--- config.mk ---
export PLATFORM = sky130hd
export DESIGN_NAME = ram_port_arbiter_flat
export DESIGN_NICKNAME = d
export VERILOG_FILES = /design/src/rtl/ram_port_arbiter_if.sv /design/src/rtl/ram_port_arbiter.sv /design/src/flat_wrapper.sv
export SDC_FILE = /design/constraint.sdc
export NUM_CORES = 1
export LEC_CHECK = 0
export ABC_AREA = 1
export CAP_MARGIN = 20
export CORE_UTILIZATION = 37
export DETAILED_ROUTE_END_ITERATION = 8
export DONT_BUFFER_PORTS = 1
export PLACE_DENSITY = 0.49
export REMOVE_ABC_BUFFERS = 1
export SLEW_MARGIN = 15
export SYNTH_ARGS = -nofsm -noshare
export SYNTH_HDL_FRONTEND = slang
export SYNTH_SLANG_ARGS = --single-unit
export TNS_END_PERCENT = 10
--- constraint.sdc ---
create_clock -name clk -period 1.35 [get_ports clk]
set_input_delay 0.27 -clock clk [delete_from_list [all_inputs] [get_ports clk]]
set_output_delay 0.27 -clock clk [all_outputs]
set_load 0.02 [all_outputs]
--- src/rtl/ram_port_arbiter_if.sv ---
// Purpose: one requester's access channel plus its read-response channel.
// Latency: none, plain wires between requester and arbiter.
// Backpressure: valid/ready on both the request and the response channels.
interface ram_port_arbiter_if #(
   parameter int ADDR_WIDTH = 15,
   parameter int DATA_WIDTH = 32
);
   logic                  valid;
   logic                  ready;
   logic                  we;
   logic [ADDR_WIDTH-1:0] addr;
   logic [DATA_WIDTH-1:0] wdata;
   logic                  resp_valid;
   logic                  resp_ready;
   logic [DATA_WIDTH-1:0] resp_data;

   // Requester side: drives the access and consumes the response.
   modport master (
      output valid, we, addr, wdata, resp_ready,
      input  ready, resp_valid, resp_data
   );

   // Arbiter side: grants the access and produces the response.
   modport slave (
      input  valid, we, addr, wdata, resp_ready,
      output ready, resp_valid, resp_data
   );
endinterface

--- src/rtl/ram_port_arbiter.sv ---
// Purpose: shares one block-RAM port between two requesters, round-robin (fixed priority with RAM_ARB_FIXED_PRIO_EN).
// Latency: grant is combinational; read data appears in the response register 2 cycles after the grant edge.
// Backpressure: a requester is not granted while its read is in flight or its response is held unconsumed.
module ram_port_arbiter #(
   parameter int ADDR_WIDTH = 15,
   parameter int DATA_WIDTH = 32
) (
   input  logic                  clk,
   input  logic                  rstn,
   ram_port_arbiter_if.slave     req0,
   ram_port_arbiter_if.slave     req1,
   output logic                  ram_en,
   output logic                  ram_we,
   output logic [ADDR_WIDTH-1:0] ram_addr,
   output logic [DATA_WIDTH-1:0] ram_wdata,
   input  logic [DATA_WIDTH-1:0] ram_rdata
);

   logic [1:0]                 req_valid;
   logic [1:0]                 req_we;
   logic [1:0]                 resp_ready;
   logic [1:0]                 elig;
   logic [1:0]                 grant;
   logic [1:0]                 inflight;
   logic [1:0]                 resp_valid;
   logic [1:0][DATA_WIDTH-1:0] resp_data;

   assign req_valid  = {req1.valid, req0.valid};
   assign req_we     = {req1.we, req0.we};
   assign resp_ready = {req1.resp_ready, req0.resp_ready};

   // A requester may issue only once its previous read has landed and its
   // response slot is free (or being freed on this edge). Writes follow the
   // same rule so a write can never overtake an outstanding read.
   assign elig = req_valid & ~inflight & (~resp_valid | resp_ready);

`ifdef RAM_ARB_FIXED_PRIO_EN
   // Fixed priority: requester 0 wins every tie, requester 1 may starve.
   always_comb begin
      grant = 2'b00;
      if (elig[0]) begin
         grant[0] = 1'b1;
      end else if (elig[1]) begin
         grant[1] = 1'b1;
      end
   end
`else
   // Index of the most recently granted requester; reset to 1 so requester 0
   // wins the first tie.
   logic last_grant;

   // Round-robin: on a tie, grant whoever was not granted last.
   always_comb begin
      grant = elig;
      if (elig[0] && elig[1]) begin
         grant[0] = last_grant;
         grant[1] = ~last_grant;
      end
   end

   // Remember the winner of every grant for the next tie-break.
   always_ff @(posedge clk or negedge rstn) begin
      if (!rstn) begin
         last_grant <= 1'b1;
      end else if (|grant) begin
         last_grant <= grant[1];
      end
   end
`endif

   assign req0.ready = grant[0];
   assign req1.ready = grant[1];

   // Steer the granted requester onto the RAM port; idle port drives zeros.
   always_comb begin
      ram_en    = |grant;
      ram_we    = 1'b0;
      ram_addr  = '0;
      ram_wdata = '0;
      if (grant[0]) begin
         ram_we    = req0.we;
         ram_addr  = req0.addr;
         ram_wdata = req0.wdata;
      end else if (grant[1]) begin
         ram_we    = req1.we;
         ram_addr  = req1.addr;
         ram_wdata = req1.wdata;
      end
   end

   // Per-requester read tracking: a granted read is in flight for exactly one
   // cycle, then the RAM's registered output is captured into that
   // requester's own response register. ram_rdata is never passed through
   // directly because the RAM register also changes on later accesses.
   // inflight implies resp_valid is already clear, so capture and accept
   // never collide.
   always_ff @(posedge clk or negedge rstn) begin
      if (!rstn) begin
         inflight   <= 2'b00;
         resp_valid <= 2'b00;
         resp_data  <= '0;
      end else begin
         for (int n = 0; n < 2; n++) begin
            if (inflight[n]) begin
               resp_data[n]  <= ram_rdata;
               resp_valid[n] <= 1'b1;
               inflight[n]   <= 1'b0;
            end else begin
               if (resp_valid[n] && resp_ready[n]) begin
                  resp_valid[n] <= 1'b0;
               end
               if (grant[n] && !req_we[n]) begin
                  inflight[n] <= 1'b1;
               end
            end
         end
      end
   end

   assign req0.resp_valid = resp_valid[0];
   assign req0.resp_data  = resp_data[0];
   assign req1.resp_valid = resp_valid[1];
   assign req1.resp_data  = resp_data[1];

endmodule

--- src/flat_wrapper.sv ---
// flat-port wrapper written by rule: the top's interface ports become plain ports
module ram_port_arbiter_flat 
#(
   parameter int ADDR_WIDTH = 15,
   parameter int DATA_WIDTH = 32
)
  (clk, rstn, ram_en, ram_we, ram_addr, ram_wdata, ram_rdata, req0_valid, req0_we, req0_addr, req0_wdata, req0_resp_ready, req0_ready, req0_resp_valid, req0_resp_data, req1_valid, req1_we, req1_addr, req1_wdata, req1_resp_ready, req1_ready, req1_resp_valid, req1_resp_data);
  ram_port_arbiter_if #(.ADDR_WIDTH(ADDR_WIDTH), .DATA_WIDTH(DATA_WIDTH)) req0_i ();
  ram_port_arbiter_if #(.ADDR_WIDTH(ADDR_WIDTH), .DATA_WIDTH(DATA_WIDTH)) req1_i ();
  input  logic clk;
  input  logic rstn;
  output logic ram_en;
  output logic ram_we;
  output logic [ADDR_WIDTH-1:0] ram_addr;
  output logic [DATA_WIDTH-1:0] ram_wdata;
  input  logic [DATA_WIDTH-1:0] ram_rdata;
  input wire logic [$bits(req0_i.valid)-1:0] req0_valid;
  input wire logic [$bits(req0_i.we)-1:0] req0_we;
  input wire logic [$bits(req0_i.addr)-1:0] req0_addr;
  input wire logic [$bits(req0_i.wdata)-1:0] req0_wdata;
  input wire logic [$bits(req0_i.resp_ready)-1:0] req0_resp_ready;
  output wire logic [$bits(req0_i.ready)-1:0] req0_ready;
  output wire logic [$bits(req0_i.resp_valid)-1:0] req0_resp_valid;
  output wire logic [$bits(req0_i.resp_data)-1:0] req0_resp_data;
  input wire logic [$bits(req1_i.valid)-1:0] req1_valid;
  input wire logic [$bits(req1_i.we)-1:0] req1_we;
  input wire logic [$bits(req1_i.addr)-1:0] req1_addr;
  input wire logic [$bits(req1_i.wdata)-1:0] req1_wdata;
  input wire logic [$bits(req1_i.resp_ready)-1:0] req1_resp_ready;
  output wire logic [$bits(req1_i.ready)-1:0] req1_ready;
  output wire logic [$bits(req1_i.resp_valid)-1:0] req1_resp_valid;
  output wire logic [$bits(req1_i.resp_data)-1:0] req1_resp_data;
  assign req0_i.valid = req0_valid;
  assign req0_i.we = req0_we;
  assign req0_i.addr = req0_addr;
  assign req0_i.wdata = req0_wdata;
  assign req0_i.resp_ready = req0_resp_ready;
  assign req0_ready = req0_i.ready;
  assign req0_resp_valid = req0_i.resp_valid;
  assign req0_resp_data = req0_i.resp_data;
  assign req1_i.valid = req1_valid;
  assign req1_i.we = req1_we;
  assign req1_i.addr = req1_addr;
  assign req1_i.wdata = req1_wdata;
  assign req1_i.resp_ready = req1_resp_ready;
  assign req1_ready = req1_i.ready;
  assign req1_resp_valid = req1_i.resp_valid;
  assign req1_resp_data = req1_i.resp_data;
  ram_port_arbiter #(.ADDR_WIDTH(ADDR_WIDTH), .DATA_WIDTH(DATA_WIDTH)) u_core (.clk(clk), .rstn(rstn), .req0(req0_i), .req1(req1_i), .ram_en(ram_en), .ram_we(ram_we), .ram_addr(ram_addr), .ram_wdata(ram_wdata), .ram_rdata(ram_rdata));
endmodule
==> metrics.txt, run 1 <==
final period demand of the worst path=1.807 ns; Reg2Reg Setup Slack=around 0.15 ns; total area of sequential cells=roughly 1700 µm²; global route overflow=0; Clock Path Buffers=2; area delta synth->final=25.02%; effective utilization at floorplan=about two fifths; multi-input combinational cell area=~1800 µm²; reg-to-reg startpoint=u_core.inflight[1]; maximum vdd drop=a little under 0.8 mV; list of cells traversed by the critical path=clkinv_4 > nand2_2 > nor2_4 > buf_12 > buf_12 > nand3_1 > nand2_4; total number of placement rows=35; cell type of the slowest stage on the worst timing path=sky130_fd_sc_hd__dfrtp_2; EDFF count, synth=0; flops & latches, synth=69; clock transition time at the flip-flop clock pins of the worst setup and hold paths=around 0.070 ns; violated checks=hold timing, setup timing; Max Clock Skew=about 0.0048 ns; Die Outline Area=9910 µm²; most common library cells after synthesis=sky130_fd_sc_hd__nand2_1 (247), sky130_fd_sc_hd__nand3_1 (86), sky130_fd_sc_hd__dfrtp_1 (68), sky130_fd_sc_hd__clkbuf_1 (19), sky130_fd_sc_hd__nand3_2 (12); leading area contributor after synthesis=sky130_fd_sc_hd__dfrtp_1; Die H=99.55 µm; final-layout fill cell count=920; worst reg-to-reg path cell count=5; DR DRC count=0; Clk Latency, worst-skew pair=between 0.3 and 0.4 ns; type of the most critical hold path=primary input to asynchronous set/reset pin; cell class contributing the biggest share of worst-path delay=flip-flops; Via-to-Cell Ratio=around 5.2; final setup slack of the worst path=-0.4571 ns; DRT antenna net count=0; Post-Syn Area=3521 µm²; top-count cell post-synth=sky130_fd_sc_hd__nand2_1; number of clock sinks=between 60 and 70; Wirelength per Cell=about 18 µm; R2R Path End=u_core.inflight[0]; warnings from Yosys=0; Die Wd=roughly 100 µm; Worst setup startpoint=u_core.inflight[1]; Finished Core Util=47.64%; number of distinct library cells after synthesis=19; count of final setup violators=53; synthesized area divided by synthesized cell count=approximately 7.5 µm²; total detailed-routing wirelength=11.22 mm; maximum fanout along the worst path=16; worst rel slew slack=73.67%; worst-case setup slack after placement=-0.1570 ns; Most used DFF post-synth=sky130_fd_sc_hd__dfrtp_1; setup repair after global routing missed its margin=yes; port buffer count=0; CP Launch Type=flip-flop; hold-fix buffer count after cts=2; first-pass GRT wire length=~16 mm; worst hold slack across all endpoints=-0.3816 ns; delay of the slowest cell on the worst path=~0.44 ns; cells taking the most area after synthesis=sky130_fd_sc_hd__dfrtp_1 (48%), sky130_fd_sc_hd__nand2_1 (26%), sky130_fd_sc_hd__nand3_1 (12%); type of the worst setup path=flip-flop to primary output; diodes inserted=0; leakage power=2.266 nW; power per unit of standard cell area=about 1900 nW/µm²; crit end category=primary output; timing-limited maximum frequency=553.4 MHz; CTS tree=yes; level count of the clock H-tree=3; async set-reset flop share out of synthesis=100.0%; Boundary Pins=251; share of the yosys chip area belonging to registers=49.08%; worst slew pin tran=roughly 0.39 ns; cell chosen for the clock root=sky130_fd_sc_hd__clkbuf_8; 1st-pass router iterations=4; fin nets=roughly 620; initial antenna violation count=0; first-iteration detailed-routing DRC count=approximately 140; total track usage=21.32%; proportion of layout cells with a drive suffix above 1=28.40%; core area=between 9000 and 10000 µm²; number of buffer and inverter stages on the critical path=3; Final TNS setup=-21.54 ns; DP HPWL=roughly 7.4 mm; status=finished with violations; final worst path period share=133.9%; weighted congestion reported at the end of routability-driven placement=approximately 0.81; number of pins exceeding their max-slew limit in the final report=0; Yosys top cell area share=about half; number of hold-slack violations in the final timing report=between 60 and 70; pin count of the biggest net entering global routing=70; number of clock buffers inserted by TritonCTS=9; Top cell by count, worst path=sky130_fd_sc_hd__buf_12; cells after synthesis=470; number of global-route vias before repair=2946; number of vias after detailed routing=~3200; total design power=roughly 0.0081 W; required arrival time at the worst endpoint=approximately 1.1 ns; Max Cap Viol=0; Setup crit end=ram_addr[1]; CP arrival=1.54 ns; Stages on worst setup path=7
routing by layer:
layer / part of all wire, % / vias to the layer above / track usage, %
li1: - / 1500 / -
met1: 39 / 1516 / 26.29
met2: 47 / 189 / 33.55
met3: 11 / 23 / 8.292
met4: 2.4 / 0 / 8.484
met5: 0 / - / 0
per-stage QoR:
stage,cells,cell area [µm²]
3_3_place_gp,585,3692
2_1_floorplan,436,3318
3_5_place_dp,585,3692
4_1_cts,607,4167
5_1_grt,615,4402
6_report,615,4402
cell usage in the layout, fill, tap and decap left out, types with 2 or more instances in the layout:
| cell | Yosys | final |
|---|---|---|
| sky130_fd_sc_hd__nand2_1 | 247 | 196 |
| sky130_fd_sc_hd__nand3_1 | 86 | 74 |
| sky130_fd_sc_hd__dfrtp_1 | 68 | 67 |
| sky130_fd_sc_hd__nand2_2 | 2 | 47 |
| sky130_fd_sc_hd__nand3_2 | 12 | 23 |
| sky130_fd_sc_hd__buf_4 | 4 | 12 |
| sky130_fd_sc_hd__clkbuf_8 | 0 | 9 |
| sky130_fd_sc_hd__buf_6 | 5 | 7 |
| sky130_fd_sc_hd__buf_12 | 1 | 7 |
| sky130_fd_sc_hd__nand2_4 | 0 | 6 |
| sky130_fd_sc_hd__inv_1 | 7 | 5 |
| sky130_fd_sc_hd__nor2_2 | 1 | 4 |
| sky130_fd_sc_hd__inv_2 | 2 | 4 |
| sky130_fd_sc_hd__clkinv_2 | 1 | 3 |
| sky130_fd_sc_hd__clkbuf_16 | 0 | 3 |
| sky130_fd_sc_hd__nor2_4 | 2 | 2 |
| sky130_fd_sc_hd__nor2_1 | 5 | 2 |
| sky130_fd_sc_hd__bufinv_16 | 0 | 2 |
| sky130_fd_sc_hd__buf_16 | 0 | 2 |
| sky130_fd_sc_hd__dlygate4sd3_1 | 0 | 2 |
worst register-to-register path: stages (launching register included):
cell and delay [ns]:
sky130_fd_sc_hd__dfrtp_2 0.44, sky130_fd_sc_hd__nor2_2 0.17, sky130_fd_sc_hd__nand3_4 0.16, sky130_fd_sc_hd__buf_4 0.18, sky130_fd_sc_hd__nand2_2 0.09, sky130_fd_sc_hd__nor2_1 0.05
how the worst min path moves through the flow:
stage,startpoint,end,slack [ns],cells past startpoint
finish,rstn,u_core.req1.resp_data[25],-0.38,0
global route,rstn,u_core.req1.resp_data[7],-0.42,0
CTS,rstn,u_core.req0.resp_data[25],-0.41,0
detailed placement,rstn,u_core.req0.resp_data[25],-0.02,0
global placement,rstn,u_core.req0.resp_data[25],-0.02,0
floorplan,rstn,u_core.inflight[0],-0.03,0
power by group:
part | switching (W) | internal [W] | total (W)
clock | 0.000779 | 0.00104 | 0.00182
sequential | 0.00130 | 0.00272 | 0.00402
combinational | 0.00147 | 0.000842 | 0.00231
sequential cells by signal, summed over array words and instances, names as in the netlist:
signal                 cells
u_core.last_grant          1
u_core.inflight            2
u_core.resp_valid          2
u_core.req0.resp_data     32
u_core.req1.resp_data     32
final cells by class:
type,instances,area share (%)
multi-input cells,356,40.34
clock buffers,10,2.899
flip-flops and latches,69,39.28
repair buffers,34,10.77
well taps,129,3.667
inverters,11,1.080
clock inverters,6,1.961
what timing repair did:
action                                  4_1_cts  5_1_grt
endpoints found under the setup margin       51       51
hold endpoints to repair                     71       69
setup buffers                                 2        3
cloned                                        2        5
pin swaps                                    34       13
gates resized for setup                      65       23
kinds of logic (layout without fill, tap and decap cells):
family / Yosys count / after routing / share of synthesized area (%)
AOI/OAI and AO/OA: 1 / 1 / 0.1420
buffers and inverters: 45 / 61 / 7.107
DFF: 69 / 69 / 49.08
and+or+nand+nor: 355 / 355 / 43.67
Power figures use the tool's default switching activity.
==> inputs of run 2 (changes only) <==
- CORE_AREA: default -> 2 2 96 98
- CORE_UTILIZATION: 37 -> default
- DIE_AREA: default -> 0 0 98 100
- PLACE_DENSITY: 0.49 -> 0.53
==> run 2 against run 1 <==
Effect of this change: the run still ends with hold timing, setup timing left; clock power is 2% higher; worst hold slack worse by 0.0069 ns; global-route usage is 1.4 points lower; sequential power hardly changed; largest power group unchanged.
==> metrics.txt, run 2 (synthesis gave the netlist of run 1 again) <==
status=finished with violations; violated checks=hold timing, setup timing; power per unit of standard cell area=between 1500 and 2000 nW/µm²; final period demand of the worst path=roughly 1.9 ns; final-layout fill cell count=around 840; Clock Path Buffers=2; DRT antenna net count=0; level count of the clock H-tree=3; number of vias after detailed routing=3262; fin nets=between 600 and 700; total track usage=between 10% and 20%; worst hold slack across all endpoints=-0.3885 ns; diodes inserted=0; commonest non-fill, non-tap cell in the layout=sky130_fd_sc_hd__nand2_1; CTS tree=yes; Via-to-Cell Ratio=around 5.4; Wirelength per Cell=between 15 and 20 µm; worst-case setup slack after placement=-0.1573 ns; total detailed-routing wirelength=approximately 12 mm; Max Cap Viol=0; type of the worst setup path=flip-flop to primary output; number of clock buffers inserted by TritonCTS=9; global route overflow=0; Die Outline Area=about 9800 µm²; effective utilization at floorplan=about two fifths; proportion of power drawn by combinational gates=30.6%; setup repair after global routing missed its margin=yes; number of pins exceeding their max-slew limit in the final report=0; first-pass GRT wire length=15.40 mm; area of all placed cells without fillers=4613 µm²; hold-fix buffer count after cts=1; final setup slack of the worst path=-0.5080 ns; register share of total power=between 40% and 50%; DR DRC count=0; Die H=100 µm; number of clock sinks=a little under 70; initial antenna violation count=0; Max Clock Skew=just over 0.008 ns; port buffer count=0; Die Wd=~100 µm; maximum fanout along the worst path=10; clock transition time at the flip-flop clock pins of the worst setup and hold paths=roughly 0.080 ns; number of global-route vias before repair=between 2000 and 3000; CP Launch Type=flip-flop; share of power burned in the clock network=about 22%; Final TNS setup=-23.72 ns; total number of placement rows=35; worst slew pin tran=roughly 0.38 ns; Clk Latency, worst-skew pair=0.34 ns; proportion of layout cells with a drive suffix above 1=between 30% and 40%; switching power as a share of total power=roughly 44%; leakage power=2.347 nW; Boundary Pins=about 250; top library cells by usage in the layout, fill and taps aside=sky130_fd_sc_hd__nand2_1 (195), sky130_fd_sc_hd__dfrtp_1 (67), sky130_fd_sc_hd__nand3_1 (59), sky130_fd_sc_hd__nand2_2 (41), sky130_fd_sc_hd__nand3_2 (36); count of final setup violators=51; internal power summed over all cells=roughly 0.0047 W; crit end category=primary output; DP HPWL=a little over 7 mm; number of hold-slack violations in the final timing report=69; required arrival time at the worst endpoint=between 1 and 1.5 ns; area delta synth->final=31.02%; core area=8890 µm²; maximum vdd drop=~0.72 mV; Placed Area=around 3700 µm²; pin count of the biggest net entering global routing=70; CP arrival=about 1.6 ns; cell chosen for the clock root=sky130_fd_sc_hd__clkbuf_8; worst rel slew slack=about 74%; type of the most critical hold path=primary input to asynchronous set/reset pin; timing-limited maximum frequency=roughly 540 MHz; 1st-pass router iterations=4; non-filler cells in the finished layout=599; first-iteration detailed-routing DRC count=approximately 150; Top Registers=u_core.req0.resp_data: 32 flops, u_core.req1.resp_data: 32 flops; post-placement cell count=between 500 and 600; final worst path period share=137.6%; weighted congestion reported at the end of routability-driven placement=0.7703; switching pwr=about 0.0037 W
==> run 2: cell types whose count changed in the layout (fill, tap and decap cells not counted), moves of 2 or more <==
cell / delta
sky130_fd_sc_hd__nand3_1: -15
sky130_fd_sc_hd__nand3_2: +13
sky130_fd_sc_hd__nand2_2: -6
sky130_fd_sc_hd__nand2_4: +6
sky130_fd_sc_hd__clkbuf_16: +5
sky130_fd_sc_hd__nor2_2: -4
sky130_fd_sc_hd__nand3_4: +3
sky130_fd_sc_hd__buf_16: -2
sky130_fd_sc_hd__inv_2: -2
sky130_fd_sc_hd__inv_6: +2
sky130_fd_sc_hd__nor2_1: +2
sky130_fd_sc_hd__nor2_4: +2
==> run 2: path summary, 6_finish.rpt <==
check	depth (start not counted)	start	slack [ns]	endpoint
worst max register to register	6	u_core.inflight[1]	0.01	u_core.inflight[0]
worst max-delay path	5	u_core.last_grant	-0.51	ram_wdata[16]
min in group clk	2	ram_rdata[14]	0.03	u_core.req0.resp_data[14]
worst min register to register	2	u_core.last_grant	0.58	u_core.last_grant
worst min-delay path	0	rstn	-0.39	u_core.req0.resp_data[19]
max in group asynchronous	0	rstn	1.52	u_core.last_grant
==> run 2: timing repair <==
item                                   in CTS  in global routing
endpoints found under the hold margin      70                 69
buffers inserted                            0                  2
resized for setup                          59                 57
setup endpoints to repair                  52                 53
pin swaps                                   9                 26
gates cloned                                1                 14
==> run 2: layout make-up <==
type | instances | area, µm² | share of cell area, %
Clock buffer | 9 | 123.9 | 2.685
Clock inverter | 7 | 96.34 | 2.088
Inverter | 11 | 55.05 | 1.193
Multi-Input combinational cell | 357 | 1934 | 41.93
Sequential cell | 69 | 1729 | 37.48
Tap cell | 111 | 138.9 | 3.011
Timing Repair Buffer | 35 | 535.5 | 11.61
==> run 2: worst max-delay path, cell delays in order (launching register included) <==
cell                      delay [ns]
sky130_fd_sc_hd__dfstp_2        0.57
sky130_fd_sc_hd__inv_2          0.07
sky130_fd_sc_hd__nand3_2        0.16
sky130_fd_sc_hd__buf_8          0.17
sky130_fd_sc_hd__nand3_1        0.11
sky130_fd_sc_hd__nand2_2        0.16
==> run 2: per-layer routing <==
metal	global-route usage, %	up-vias	wire, µm	part of all wire, %
met1	25.98	1543	4711	41
met3	7.173	13	1239	11
met4	6.838	0	151	1.3
met5	0	-	0	0
li1	-	1514	-	-
met2	30.87	192	5528	48
==> run 2: metrics by stage <==
step / total power, W / util [%]
after floorplan: 0.005307 / -
after global placement: 0.005901 / 41.11
after detailed placement: 0.005962 / 41.11
after CTS: 0.007996 / 45.74
after global routing: 0.008937 / 51.89
final: 0.008471 / 51.89
==> run 2: power by group through the flow <==
stage	combinational (W)	clock [W]	sequential (W)
5_1_grt	0.00286	0.00198	0.00410
2_1_floorplan	0.00138	0	0.00392
4_1_cts	0.00205	0.00192	0.00402
6_report	0.00259	0.00186	0.00402
3_5_place_dp	0.00191	0	0.00406
3_3_place_gp	0.00185	0	0.00405
